==> src/rtl/vcu_pkg.sv <==
// Shared definitions for the display responder: FSM states, control bits, status layout.
// No logic of its own; pure types, constants and a status packing helper.
// Not applicable to backpressure.
package vcu_pkg;

  localparam logic [27:0] TICK_LOAD_DEF = 28'h2FAF080;

  typedef enum logic {
    ST_IDLE    = 1'b0,
    ST_PRESENT = 1'b1
  } state_t;

  // control word bit positions
  localparam int CTL_ENABLE   = 0;
  localparam int CTL_FLUSH    = 1;
  localparam int CTL_TICK_RST = 2;
  localparam int CTL_OVF_CLR  = 3;

  // status word field positions
  localparam int STS_TICK_DONE = 0;
  localparam int STS_EMPTY     = 1;
  localparam int STS_FULL      = 2;
  localparam int STS_OVF       = 3;
  localparam int STS_CNT_LSB   = 4;
  localparam int STS_LAST_LSB  = 8;
  localparam int STS_DVALID    = 16;

  localparam logic [31:0] STATUS_RESET = 32'h0000_0002;

  function automatic logic [31:0] pack_status(
    input logic       tick_done,
    input logic       empty,
    input logic       full,
    input logic       overflow,
    input logic [3:0] count,
    input logic [7:0] last_byte,
    input logic       disp_valid
  );
    logic [31:0] s;
    s = 32'd0;
    s[STS_TICK_DONE]              = tick_done;
    s[STS_EMPTY]                  = empty;
    s[STS_FULL]                   = full;
    s[STS_OVF]                    = overflow;
    s[STS_CNT_LSB +: 4]           = count;
    s[STS_LAST_LSB +: 8]          = last_byte;
    s[STS_DVALID]                 = disp_valid;
    return s;
  endfunction

endpackage

==> src/rtl/vcu_fifo.sv <==
// Byte FIFO holding display data, with single-cycle flush and drop reporting.
// Head byte is visible combinationally on dout; push/pop take effect at the next edge.
// A push into a full FIFO is accepted only if a pop frees a slot that same cycle, else dropped.
module vcu_fifo #(
  parameter int DEPTH = 4
) (
  input  logic       clk,
  input  logic       rst_n,
  input  logic       push,
  input  logic       pop,
  input  logic       flush,
  input  logic [7:0] din,
  output logic [7:0] dout,
  output logic       full,
  output logic       empty,
  output logic [3:0] count,
  output logic       drop
);

  localparam int         AW      = (DEPTH > 1) ? $clog2(DEPTH) : 1;
  localparam logic [3:0] DEPTH_C = 4'(DEPTH);

  logic [7:0]    mem [DEPTH];
  logic [AW-1:0] wr_ptr;
  logic [AW-1:0] rd_ptr;
  logic          wr;
  logic          rd;

  assign full  = (count == DEPTH_C);
  assign empty = (count == 4'd0);
  assign rd    = pop && !empty;
  // a flush swallows any concurrent push without counting it as an overflow
  assign wr    = push && !flush && (!full || rd);
  assign drop  = push && !flush && full && !rd;
  assign dout  = mem[rd_ptr];

  // pointer and occupancy tracking; flush wins over everything else
  always_ff @(posedge clk or negedge rst_n) begin
    if (!rst_n) begin
      wr_ptr <= '0;
      rd_ptr <= '0;
      count  <= 4'd0;
    end else if (flush) begin
      wr_ptr <= '0;
      rd_ptr <= '0;
      count  <= 4'd0;
    end else begin
      if (wr) wr_ptr <= wr_ptr + 1'b1;
      if (rd) rd_ptr <= rd_ptr + 1'b1;
      count <= count + {3'd0, wr} - {3'd0, rd};
    end
  end

  // storage array, written only on an accepted push
  always_ff @(posedge clk) begin
    if (wr) mem[wr_ptr] <= din;
  end

endmodule

==> src/rtl/vcu_responder.sv <==
// CPU-fed display responder: queues bytes and presents one per tick interval to a sink.
// Status word is registered (1 cycle); a byte is popped one cycle before disp_valid rises.
// disp_data is held while disp_ready is low; a full FIFO drops pushes and flags overflow.
module vcu_responder
  import vcu_pkg::*;
#(
  parameter logic [27:0] TICK_LOAD  = TICK_LOAD_DEF,
  parameter int          FIFO_DEPTH = 4
) (
  input  logic        clk,
  input  logic        rst_n,
  input  logic [31:0] vcu_reg_control,
  input  logic        vcu_reg_control_we,
  input  logic [31:0] vcu_reg_wdata,
  input  logic        vcu_reg_wdata_we,
  output logic [31:0] vcu_reg_rdata,
  output logic [7:0]  disp_data,
  output logic        disp_valid,
  input  logic        disp_ready
);

  state_t      state;
  logic        enable;
  logic        overflow;
  logic [27:0] tick_cnt;
  logic [7:0]  last_byte;

  logic        tick_done;
  logic        handshake;
  logic        pop;
  logic        tick_load;
  logic        ctl_flush;
  logic        ctl_ovf_clr;
  logic        ctl_tick_rst;

  logic [7:0]  fifo_dout;
  logic        fifo_full;
  logic        fifo_empty;
  logic [3:0]  fifo_count;
  logic        fifo_drop;

  logic        unused_bits;
  assign unused_bits = ^{vcu_reg_control[31:4], vcu_reg_wdata[31:8]};

  assign ctl_flush    = vcu_reg_control_we && vcu_reg_control[CTL_FLUSH];
  assign ctl_tick_rst = vcu_reg_control_we && vcu_reg_control[CTL_TICK_RST];
  assign ctl_ovf_clr  = vcu_reg_control_we && vcu_reg_control[CTL_OVF_CLR];

  // counter underflows into bit 27, which then freezes it until the next load
  assign tick_done = tick_cnt[27];
  assign handshake = (state == ST_PRESENT) && disp_ready;
  assign pop       = (state == ST_IDLE) && enable && !fifo_empty && tick_done;
  assign tick_load = vcu_reg_wdata_we || ctl_tick_rst || handshake;

  vcu_fifo #(.DEPTH(FIFO_DEPTH)) u_fifo (
    .clk   (clk),
    .rst_n (rst_n),
    .push  (vcu_reg_wdata_we),
    .pop   (pop),
    .flush (ctl_flush),
    .din   (vcu_reg_wdata[7:0]),
    .dout  (fifo_dout),
    .full  (fifo_full),
    .empty (fifo_empty),
    .count (fifo_count),
    .drop  (fifo_drop)
  );

  // inter-byte pacing counter
  always_ff @(posedge clk or negedge rst_n) begin
    if (!rst_n)                tick_cnt <= TICK_LOAD;
    else if (tick_load)        tick_cnt <= TICK_LOAD;
    else if (!tick_cnt[27])    tick_cnt <= tick_cnt - 28'd1;
  end

  // held enable bit and sticky overflow flag (a new drop beats a clear)
  always_ff @(posedge clk or negedge rst_n) begin
    if (!rst_n) begin
      enable   <= 1'b0;
      overflow <= 1'b0;
    end else begin
      if (vcu_reg_control_we) enable <= vcu_reg_control[CTL_ENABLE];
      if (fifo_drop)          overflow <= 1'b1;
      else if (ctl_ovf_clr)   overflow <= 1'b0;
    end
  end

  // presentation FSM; once a byte is presented only the sink (or reset) can retire it
  always_ff @(posedge clk or negedge rst_n) begin
    if (!rst_n) begin
      state      <= ST_IDLE;
      disp_valid <= 1'b0;
      disp_data  <= 8'h00;
      last_byte  <= 8'h00;
    end else begin
      case (state)
        ST_IDLE: begin
          if (pop) begin
            state      <= ST_PRESENT;
            disp_valid <= 1'b1;
            disp_data  <= fifo_dout;
          end
        end
        ST_PRESENT: begin
          if (disp_ready) begin
            state      <= ST_IDLE;
            disp_valid <= 1'b0;
            last_byte  <= disp_data;
          end
        end
        default: begin
          state      <= ST_IDLE;
          disp_valid <= 1'b0;
        end
      endcase
    end
  end

  // CPU-visible status snapshot
  always_ff @(posedge clk or negedge rst_n) begin
    if (!rst_n) vcu_reg_rdata <= STATUS_RESET;
    else        vcu_reg_rdata <= pack_status(tick_done, fifo_empty, fifo_full, overflow,
                                             fifo_count, last_byte, disp_valid);
  end

endmodule

==> config.mk <==
export PLATFORM = sky130hd
export DESIGN_NAME = vcu_responder
export DESIGN_NICKNAME = d
export VERILOG_FILES = /design/src/rtl/vcu_pkg.sv /design/src/rtl/vcu_fifo.sv /design/src/rtl/vcu_responder.sv
export SDC_FILE = /design/constraint.sdc
export NUM_CORES = 1
export LEC_CHECK = 0
export CAP_MARGIN = 10
export CORE_MARGIN = 5
export CORE_UTILIZATION = 45
export CTS_CLUSTER_SIZE = 14
export DETAILED_ROUTE_END_ITERATION = 7
export PLACE_DENSITY = 0.72
export SYNTH_ARGS = -nofsm -noshare
export SYNTH_HDL_FRONTEND = slang
export SYNTH_SLANG_ARGS = --single-unit
==> constraint.sdc <==
create_clock -name clk -period 3.9 [get_ports clk]
set_input_delay 0.585 -clock clk [delete_from_list [all_inputs] [get_ports clk]]
set_output_delay 0.585 -clock clk [all_outputs]
set_load 0.01 [all_outputs]
======== Word level (Yosys, flattened, before mapping) ========
Memories as Yosys holds them, arrays and structs flattened. A register that Yosys moved wholly into a read port is not among the register bits.
Index checks and enable logic that the tools add are counted.
operators by class
  bitwise gates (word level) .............. 1
  eq/ne operators ......................... 4
  add/subtract/negate cells ............... 5
  reductions and logical operators ........ 27
  mux-type cells .......................... 17
operators with widths
  cell                                                    number
  two-way mux 28 bit                                      2
  subtractor 28 x 1 -> 28 bit (second input constant)     1
  logical AND 1 bit                                       12
  two-way mux 1 bit                                       8
  two-way mux 2 bit                                       4
  AND reduction 2 bit                                     3
  nonzero test 2 bit                                      3
  zero test 1 bit                                         5
  adder 2 x 1 -> 2 bit (second input constant)            2
  adder 4 x 1 -> 4 bit                                    1
  equality test 4 x 3 -> 1 bit (second input constant)    1
  zero test 4 bit                                         1
  two-way mux 4 bit                                       1
  inequality test 2 x 1 -> 1 bit (second input constant)  2
  case mux 1 bit (2 select lines)                         2
  subtractor 4 x 1 -> 4 bit                               1
  logical OR 1 bit                                        3
  inequality test 2 bit (second input constant)           1
  inverter 1 bit                                          1
word-level totals
  bits of input ports ..................... 69
  logic and storage cells ................. 66
  register bits ........................... 65
  memories ................................ 1
  output and inout bits ................... 41
  memory bits (writable) .................. 32
memory list
  memory      words  width  read ports  clocked after memory_dff  write ports  line            RTL
  u_fifo.mem  4      8      1           1                         1            vcu_fifo.sv:23  logic [7:0] mem [DEPTH];

======== Depth between registers and ports, before layout ========
Gate-level depths: netlist (run 1).
  word-level depth ........................ 10
  mapped depth ............................ 10
  mapped depth without buffers ............ 10

======== Modules after synthesis ========
From an unflattened synthesis (run 1), not the netlist that was laid out.
second synthesis, totals
  cells, all modules ...................... 339
  area total of the unflattened synthesis .. 4603.2 µm²
modules (own cells, without submodules)
  module         times used  cells each  area an instance (µm²)  seq. area each (µm²)
  vcu_responder  1           232         2772.7                  1642.8
  vcu_fifo       1           107         1830.5                  1161.1

======== Worst setup path before layout (run 1) ========
No wires, ideal clock.
  path type ............................... reg-to-reg
  from .................................... reg u_fifo.count[2]
  to ...................................... reg u_fifo.count[1]
  cell stages (with the launch flop) ...... 9
  arrival ................................. 2.091 ns
  period minus slack after synthesis ...... 2.210 ns
  library setup time ...................... 0.119 ns
  required time ........................... 3.781 ns
  buffers on the path ..................... 0
  slack ................................... 1.690 ns
  cells stage by stage .................... dfrtp_1 -> inv_1 -> ha_1 -> nor3b_2 -> o21ai_0 -> nor2b_1 -> ha_1 -> fa_1 -> and2_1
on the way
  longest elaborated chain between the ends .. 10
  elaborated cells on any way between the ends .. 12
  classes of those cells .................. 2 x add/sub; 1 x eq/ne; 1 x mux; 8 x reduce/logical
ends and longest elaborated chain
  element                         line                                 RTL
  start: declaration              vcu_fifo.sv:16                       output logic [3:0] count,
  start signal: assignment        vcu_fifo.sv:50                       count <= count + {3'd0, wr} - {3'd0, rd};
  zero test 4 bit (*)             vcu_fifo.sv:30                       assign empty = (count == 4'd0);
  via fifo_empty                  vcu_responder.sv:38                  logic fifo_empty;
  zero test 1 bit (*)             vcu_fifo.sv:31, vcu_responder.sv:52
  logical AND 1 bit (2 in a row)  vcu_responder.sv:52                  assign pop = (state == ST_IDLE) && enable && !fifo_empty && tick_done;
  logical AND 1 bit (*)           vcu_fifo.sv:31                       assign rd = pop && !empty;
  logical OR 1 bit                vcu_fifo.sv:33                       assign wr = push && !flush && (!full || rd);
  logical AND 1 bit               vcu_fifo.sv:33
  adder 4 x 1 -> 4 bit            vcu_fifo.sv:50
  subtractor 4 x 1 -> 4 bit (*)   vcu_fifo.sv:50
  two-way mux 4 bit (*)           vcu_fifo.sv:43                       end else if (flush) begin
The timed path passes the listed nets; every way through them passes the cells marked *.
A chain may end at the register's enable or synchronous reset.

======== Worst setup path in the final report (run 1) ========
Same ends and word-level chain as after synthesis.

==> results of run 1 <==
-- cells in the final DEF, fill, tap and decap left out, types with 2 or more instances in the layout --
cell,count
or4_1,3
or3_2,2
inv_1,9
nor2b_1,2
mux2_2,17
clkbuf_8,9
xor2_1,5
and2_1,8
mux4_2,8
or3_1,4
mux2i_1,3
clkdlybuf4s50_1,41
nor4_1,4
dfrtp_1,60
edfxtp_1,32
nand2_1,18
nand4_1,6
ha_1,10
nand3_1,7
dfstp_2,13
o31ai_1,5
nand3b_1,3
conb_1,15
xnor2_1,9
a21oi_1,14
nor3_1,9
nor2_1,17
nor3b_1,2
inv_6,2
a21o_1,2
o21ai_0,10
-- where the power goes --
part | switching (W) | internal (W)
Clock | 0.000387 | 0.000245
Combinational | 0.000234 | 0.000208
Sequential | 0.0000684 | 0.00127
-- path summary, 6_finish.rpt --
path	start	to	slack (ps)	cells after the start
worst max-delay path	u_fifo.count[2]$_DFF_PN0_	u_fifo.count[1]$_DFF_PN0_	1370	8
worst min-delay path	rst_n	tick_cnt[2]$_DFFE_PN0P_	190	1
min in group clk	last_byte[6]$_DFFE_PN0P_	vcu_reg_rdata[14]$_DFF_PN0_	380	0
worst min register to register	last_byte[6]$_DFFE_PN0P_	vcu_reg_rdata[14]$_DFF_PN0_	380	0
worst max register to register	u_fifo.count[2]$_DFF_PN0_	u_fifo.count[1]$_DFF_PN0_	1370	8
max in group asynchronous	rst_n	last_byte[0]$_DFFE_PN0P_	2700	2
-- final cells by class --
class / count / share of cell area
clock buffers: 9 / 0.02428
clock inverters: 7 / 0.01251
inverters: 9 / 0.006621
multi-input cells: 201 / 0.2916
flip-flops and latches: 105 / 0.5495
well taps: 133 / 0.03261
repair buffers: 43 / 0.08288
-- sequential cells by signal (all words and copies together) (netlist names) --
signal	flops
enable	1
last_byte	8
u_fifo.count	4
u_fifo.mem	32
tick_cnt	28
disp_data	8
u_fifo.wr_ptr	2
disp_valid	1
state	1
overflow	1
u_fifo.rd_ptr	2
vcu_reg_rdata	17
-- logic make-up after synthesis --
family	Yosys count
flip-flops	105
AND/OR/NAND/NOR	98
AO/OA/AOI/OAI	35
XOR/XNOR	14
other	1
buffers and inverters	33
multiplexers	28
adder cells (fa/ha/maj)	11
-- layer usage --
layer | vias up | part of all wire | global-route usage
met1 | 1288 | 0.46 | 0.1820
met2 | 38 | 0.48 | 0.2158
met4 | 0 | 0.020 | 0.06144
met3 | 11 | 0.032 | 0.03434
met5 | - | 0 | 0
li1 | 1229 | - | -
-- per-stage QoR --
stage / total power, W / std cells / hold WS (ps) / area [sq um]
6_report: 0.002412 / 507 / 191.9 / 5102
2_1_floorplan: 0.001642 / 339 / 289.4 / 4481
5_1_grt: 0.002548 / 507 / 216.3 / 5102
4_1_cts: 0.002441 / 507 / 187.0 / 5102
3_3_place_gp: 0.001788 / 491 / 357.2 / 4915
3_5_place_dp: 0.001808 / 491 / 362.2 / 4915
==> results.yml, run 1 <==
run_status:
  outcome: "finished clean"
worst_setup_path:
  worstPathRequired_ps: 4170
  cp_common_cell: "ha_1"
  max_stage_delay_ps: 410
  end_kind: "flip-flop"
  crit_buf_inv: 1
  worstPathCellList: "inv_1, ha_1, nor3b_2, o21ai_0, nor2b_1, ha_1, fa_1, and2_1"
  cp.arrival_ps: 2790
  slowest_stage: "fa_1"
  critPathLaunchType: "flip-flop"
  crit_type: "flip-flop to flip-flop"
  cp_max_fo: 6
  crit_family: "adder cells"
clocking:
  post_cts_buffers: 0
  cts_resized: 0
  cts_buffer_depth: 2
  cts-root-buf: "clkbuf_8"
  clkSlewWorstSetupHoldPaths_ps: 100
  clock_sinks: 105
  clk_latency_ps: 370
  cts_hold_buf: 0
  numCtsBuffers: 9
  cts_tree: "yes"
  h-tree-depth: 3
die:
  core-area_sq_mm: 0.009684
  fp-row-count: 36
  pin_count: 110
  die_h_um: 109.2
  initial_core_util: 0.4572
  die_area_sq_mm: 0.01192
  fp.dieW_um: 109.2
synth:
  synth_area_sq_mm: 0.004428
  syn-mean-instance-area_sq_um: 13.62
  synthAdderAreaFrac: 0.03278
  ys_seq_area_frac: 0.6332
  synth_top_area_cell: "dfrtp_1"
  synth_xor_area_frac: 0.02769
  yosys_warnings: 0
  async_reset_ff_frac: 0.6952
  synth_top_family_by_area: "simple AND/OR/NAND/NOR gates"
  synth_commonest_cells: "dfrtp_1, edfxtp_1, nand2_1"
  syn_inst: 325
  post-synth-top-count-cell: "dfrtp_1"
  synth.distinct_cells: 51
  synth_mux_area_frac: 0.09070
  yosysTopAreaCellShare: 0.3391
  yosys-top-cells-area: "dfrtp_1, edfxtp_1, dfstp_2"
  synth_compound_area_frac: 0.04578
  synth-simple-area-share: 0.1263
  ys_ff_latch: 105
  synth_ff_type: "dfrtp_1"
  synth_edf_count: 32
global_route:
  grt_pass1_vias: 2556
  grt_usage: 0.1377
  antenna_found_initial: 0
  grt_first_pass_wirelength_mm: 12.62
  grt_max_degree: 50
  grt_remaining_overflow: 0
final_layout:
  nFillCells: 832
  num_antenna_cells: 0
  drive_above_1_share: 0.1818
  post-route-util: 0.5269
  multiInputGateArea_sq_mm: 0.001488
  final_nets: 449
  area_growth_pct: 15.23
  seqCellArea_sq_mm: 0.002804
timing:
  worstMarginPinSlew_ps: 609.8
  worst_slack_ps: 1373
  fmax_mhz: 395.7
  period_needed_ps: 2527
  hold_violations: 0
  maxSlewHeadroom: 0.5935
  tns_ps: 0
  rsz0062_at_grt: "no"
  drv_slew: 0
  period_share: 0.6480
  fin_skew_ps: 12.06
  finalSetupViolCount: 0
drt:
  ant_nets: 0
  drc: 0
  dr.pass1.iters: 4
  wl_per_cell_um: 14.71
  vias: 2566
  vias_per_cell: 5.061
  wl_mm: 7.456
  drtIter0Drc: 85
power:
  peakVddDrop_uv: 247.5
  leakage_nw: 2.058
  p_per_area_mw_per_mm2: 472.7
worst_hold_path:
  hp-class: "primary input to asynchronous set/reset pin"
place:
  port-buffer-count: 42
  hpwl_mm: 5.184
  pre_cts_slack_ps: 1071
  gp_congestion: 0.7501
job:
  cap_violations: 0
Power figures use the tool's default switching activity.
==> run 2, diff against run 1 <==
Clock period 3.9 ns to 2.5 ns, I/O delays scaled along.
==> run 2 against run 1 <==
Net effect: final area increased by 3.5%; register-to-register slack worse by 1100 ps; combinational power is 75% higher; die area did not move; wire length increased by 0.84%; total power is 60% higher; cell count is 4.1% higher; core utilization rose by 1.8 points; via count rose by 2.3%; critical path depth up 1; flip-flop and latch count did not move; setup slack worse by 1100 ps.
==> results.yml, run 2 (same netlist as run 1, synthesis figures left out) <==
worst_setup_path:
  critPathLaunchType: "flip-flop"
  end_kind: "flip-flop"
  cp.arrival_ps: 2460
  cp_max_fo: 3
  crit_type: "flip-flop to flip-flop"
  worstPathRequired_ps: 2760
timing:
  worstMarginPinSlew_ps: 565.0
  period_share: 0.8810
  finalSetupViolCount: 0
  fin_skew_ps: 10.19
  hold_violations: 0
  fmax_mhz: 454.0
  period_needed_ps: 2202
  maxSlewHeadroom: 0.6233
  drv_slew: 0
  rsz0062_at_grt: "no"
  tns_ps: 0
worst_hold_path:
  hp-class: "flip-flop to flip-flop"
power:
  p_sw_frac: 0.2834
  p_comb_frac: 0.201
  peakVddDrop_uv: 360.2
  leakage_nw: 2.165
  power_frac_clock: 0.258
  p_per_area_mw_per_mm2: 728.7
  intPower_w: 0.002758
  p_sw_w: 0.001091
  seqPwrFrac: 0.542
final_layout:
  reg.largest.list: "u_fifo.mem (32), tick_cnt (28), vcu_reg_rdata (17)"
  top_register: "u_fifo.mem"
  final_cell_mix: "dfrtp_1, clkdlybuf4s50_1, edfxtp_1"
  area_growth_pct: 19.27
  largest_reg_flops: 32
  post-route-util: 0.5453
  final_area_sq_mm: 0.005281
  final_nets: 470
  instances_no_fill: 528
  num_antenna_cells: 0
  mostFrequentLayoutCell: "dfrtp_1"
  drive_above_1_share: 0.2228
die:
  die_area_sq_mm: 0.01192
  fp.dieW_um: 109.2
  fp-row-count: 36
  die_h_um: 109.2
  initial_core_util: 0.4572
  pin_count: 110
  core-area_sq_mm: 0.009684
place:
  place_area_sq_mm: 0.005077
  hpwl_mm: 5.466
  port-buffer-count: 42
  gp_congestion: 0.7568
  numPlacedInstances: 511
global_route:
  grt_remaining_overflow: 0
  grt_first_pass_wirelength_mm: 12.94
  grt_usage: 0.1409
  grt_max_degree: 51
  antenna_found_initial: 0
  grt_pass1_vias: 2651
drt:
  dr.pass1.iters: 4
  drc: 0
  wl_mm: 7.519
  vias_per_cell: 4.970
  wl_per_cell_um: 14.24
  ant_nets: 0
  drtIter0Drc: 78
  vias: 2624
clocking:
  h-tree-depth: 3
  clk_latency_ps: 360
  cts_hold_buf: 1
  numCtsBuffers: 9
  clkSlewWorstSetupHoldPaths_ps: 100
  cts_resized: 0
  cts-root-buf: "clkbuf_8"
  cts_buffer_depth: 2
  cts_tree: "yes"
  post_cts_buffers: 0
  clock_sinks: 105
job:
  cap_violations: 0
run_status:
  outcome: "finished clean"
[run 2: cell types whose count changed in the layout (fill, tap and decap cells not counted)]
cell | previous run | this run
clkinvlp_2 | 1 | 0
buf_4 | 1 | 20
clkinv_2 | 1 | 0
buf_12 | 0 | 1
dlygate4sd3_1 | 0 | 1
clkinvlp_4 | 0 | 1
clkinv_4 | 1 | 2
[run 2: area by class of cell]
class | count | area [sq um]
clock buffer | 9 | 123.9
clock inverter | 7 | 70.07
fill | 783 | 4403
inverter | 9 | 33.78
multi-input combinational | 201 | 1488
sequential | 105 | 2804
tap | 133 | 166.4
timing repair buffer | 64 | 595.6
[run 2: worst paths after layout]
| path | start | end | slack, ps | cells past startpoint |
|---|---|---|---|---|
| setup / recovery | u_fifo.count[2]$_DFF_PN0_ | u_fifo.count[3]$_DFF_PN0_ | 300 | 9 |
| hold / removal | last_byte[6]$_DFFE_PN0P_ | vcu_reg_rdata[14]$_DFF_PN0_ | 380 | 0 |
| setup reg to reg | u_fifo.count[2]$_DFF_PN0_ | u_fifo.count[3]$_DFF_PN0_ | 300 | 9 |
| hold reg to reg | last_byte[6]$_DFFE_PN0P_ | vcu_reg_rdata[14]$_DFF_PN0_ | 380 | 0 |
| max in group asynchronous | rst_n | tick_cnt[22]$_DFFE_PN1P_ | 1260 | 3 |
| min in group asynchronous | rst_n | tick_cnt[8]$_DFFE_PN0P_ | 530 | 2 |
[run 2: power by group through the flow]
| stage | Sequential, W | Combinational [W] | Clock (W) |
|---|---|---|---|
| after global placement | 0.00211 | 0.000749 | 0 |
| after global routing | 0.00211 | 0.000871 | 0.00111 |
| final | 0.00208 | 0.000773 | 0.000992 |
| after CTS | 0.00209 | 0.000785 | 0.00103 |
| after detailed placement | 0.00212 | 0.000781 | 0 |
| after floorplan | 0.00212 | 0.000438 | 0 |
[run 2: per-layer routing]
layer | GRT usage | vias to the layer above | wire [um]
li1 | - | 1271 | -
met1 | 0.1826 | 1302 | 3281
met2 | 0.2338 | 43 | 3880
met3 | 0.03375 | 8 | 251
met4 | 0.04720 | 0 | 106
met5 | 0 | - | 0
[run 2: stage by stage]
| step | power (W) | hold WS (ps) | worst slack, ps |
|---|---|---|---|
| 2_1_floorplan | 0.002562 | 79.41 | 289.7 |
| 3_3_place_gp | 0.002862 | 358.3 | 387.7 |
| 3_5_place_dp | 0.002902 | 359.3 | 333.5 |
| 4_1_cts | 0.003899 | 388.4 | 308.2 |
| 5_1_grt | 0.004090 | 395.3 | 102.2 |
| 6_report | 0.003849 | 382.7 | 297.5 |
[run 2: worst max-delay path, cell delays in order (launching register included)]
cell	delay, ps
dfrtp_1	390
inv_1	70
ha_1	190
nor3b_2	160
or3_1	420
ha_1	310
a21o_1	160
a21oi_1	190
xnor2_1	150
a21oi_1	60
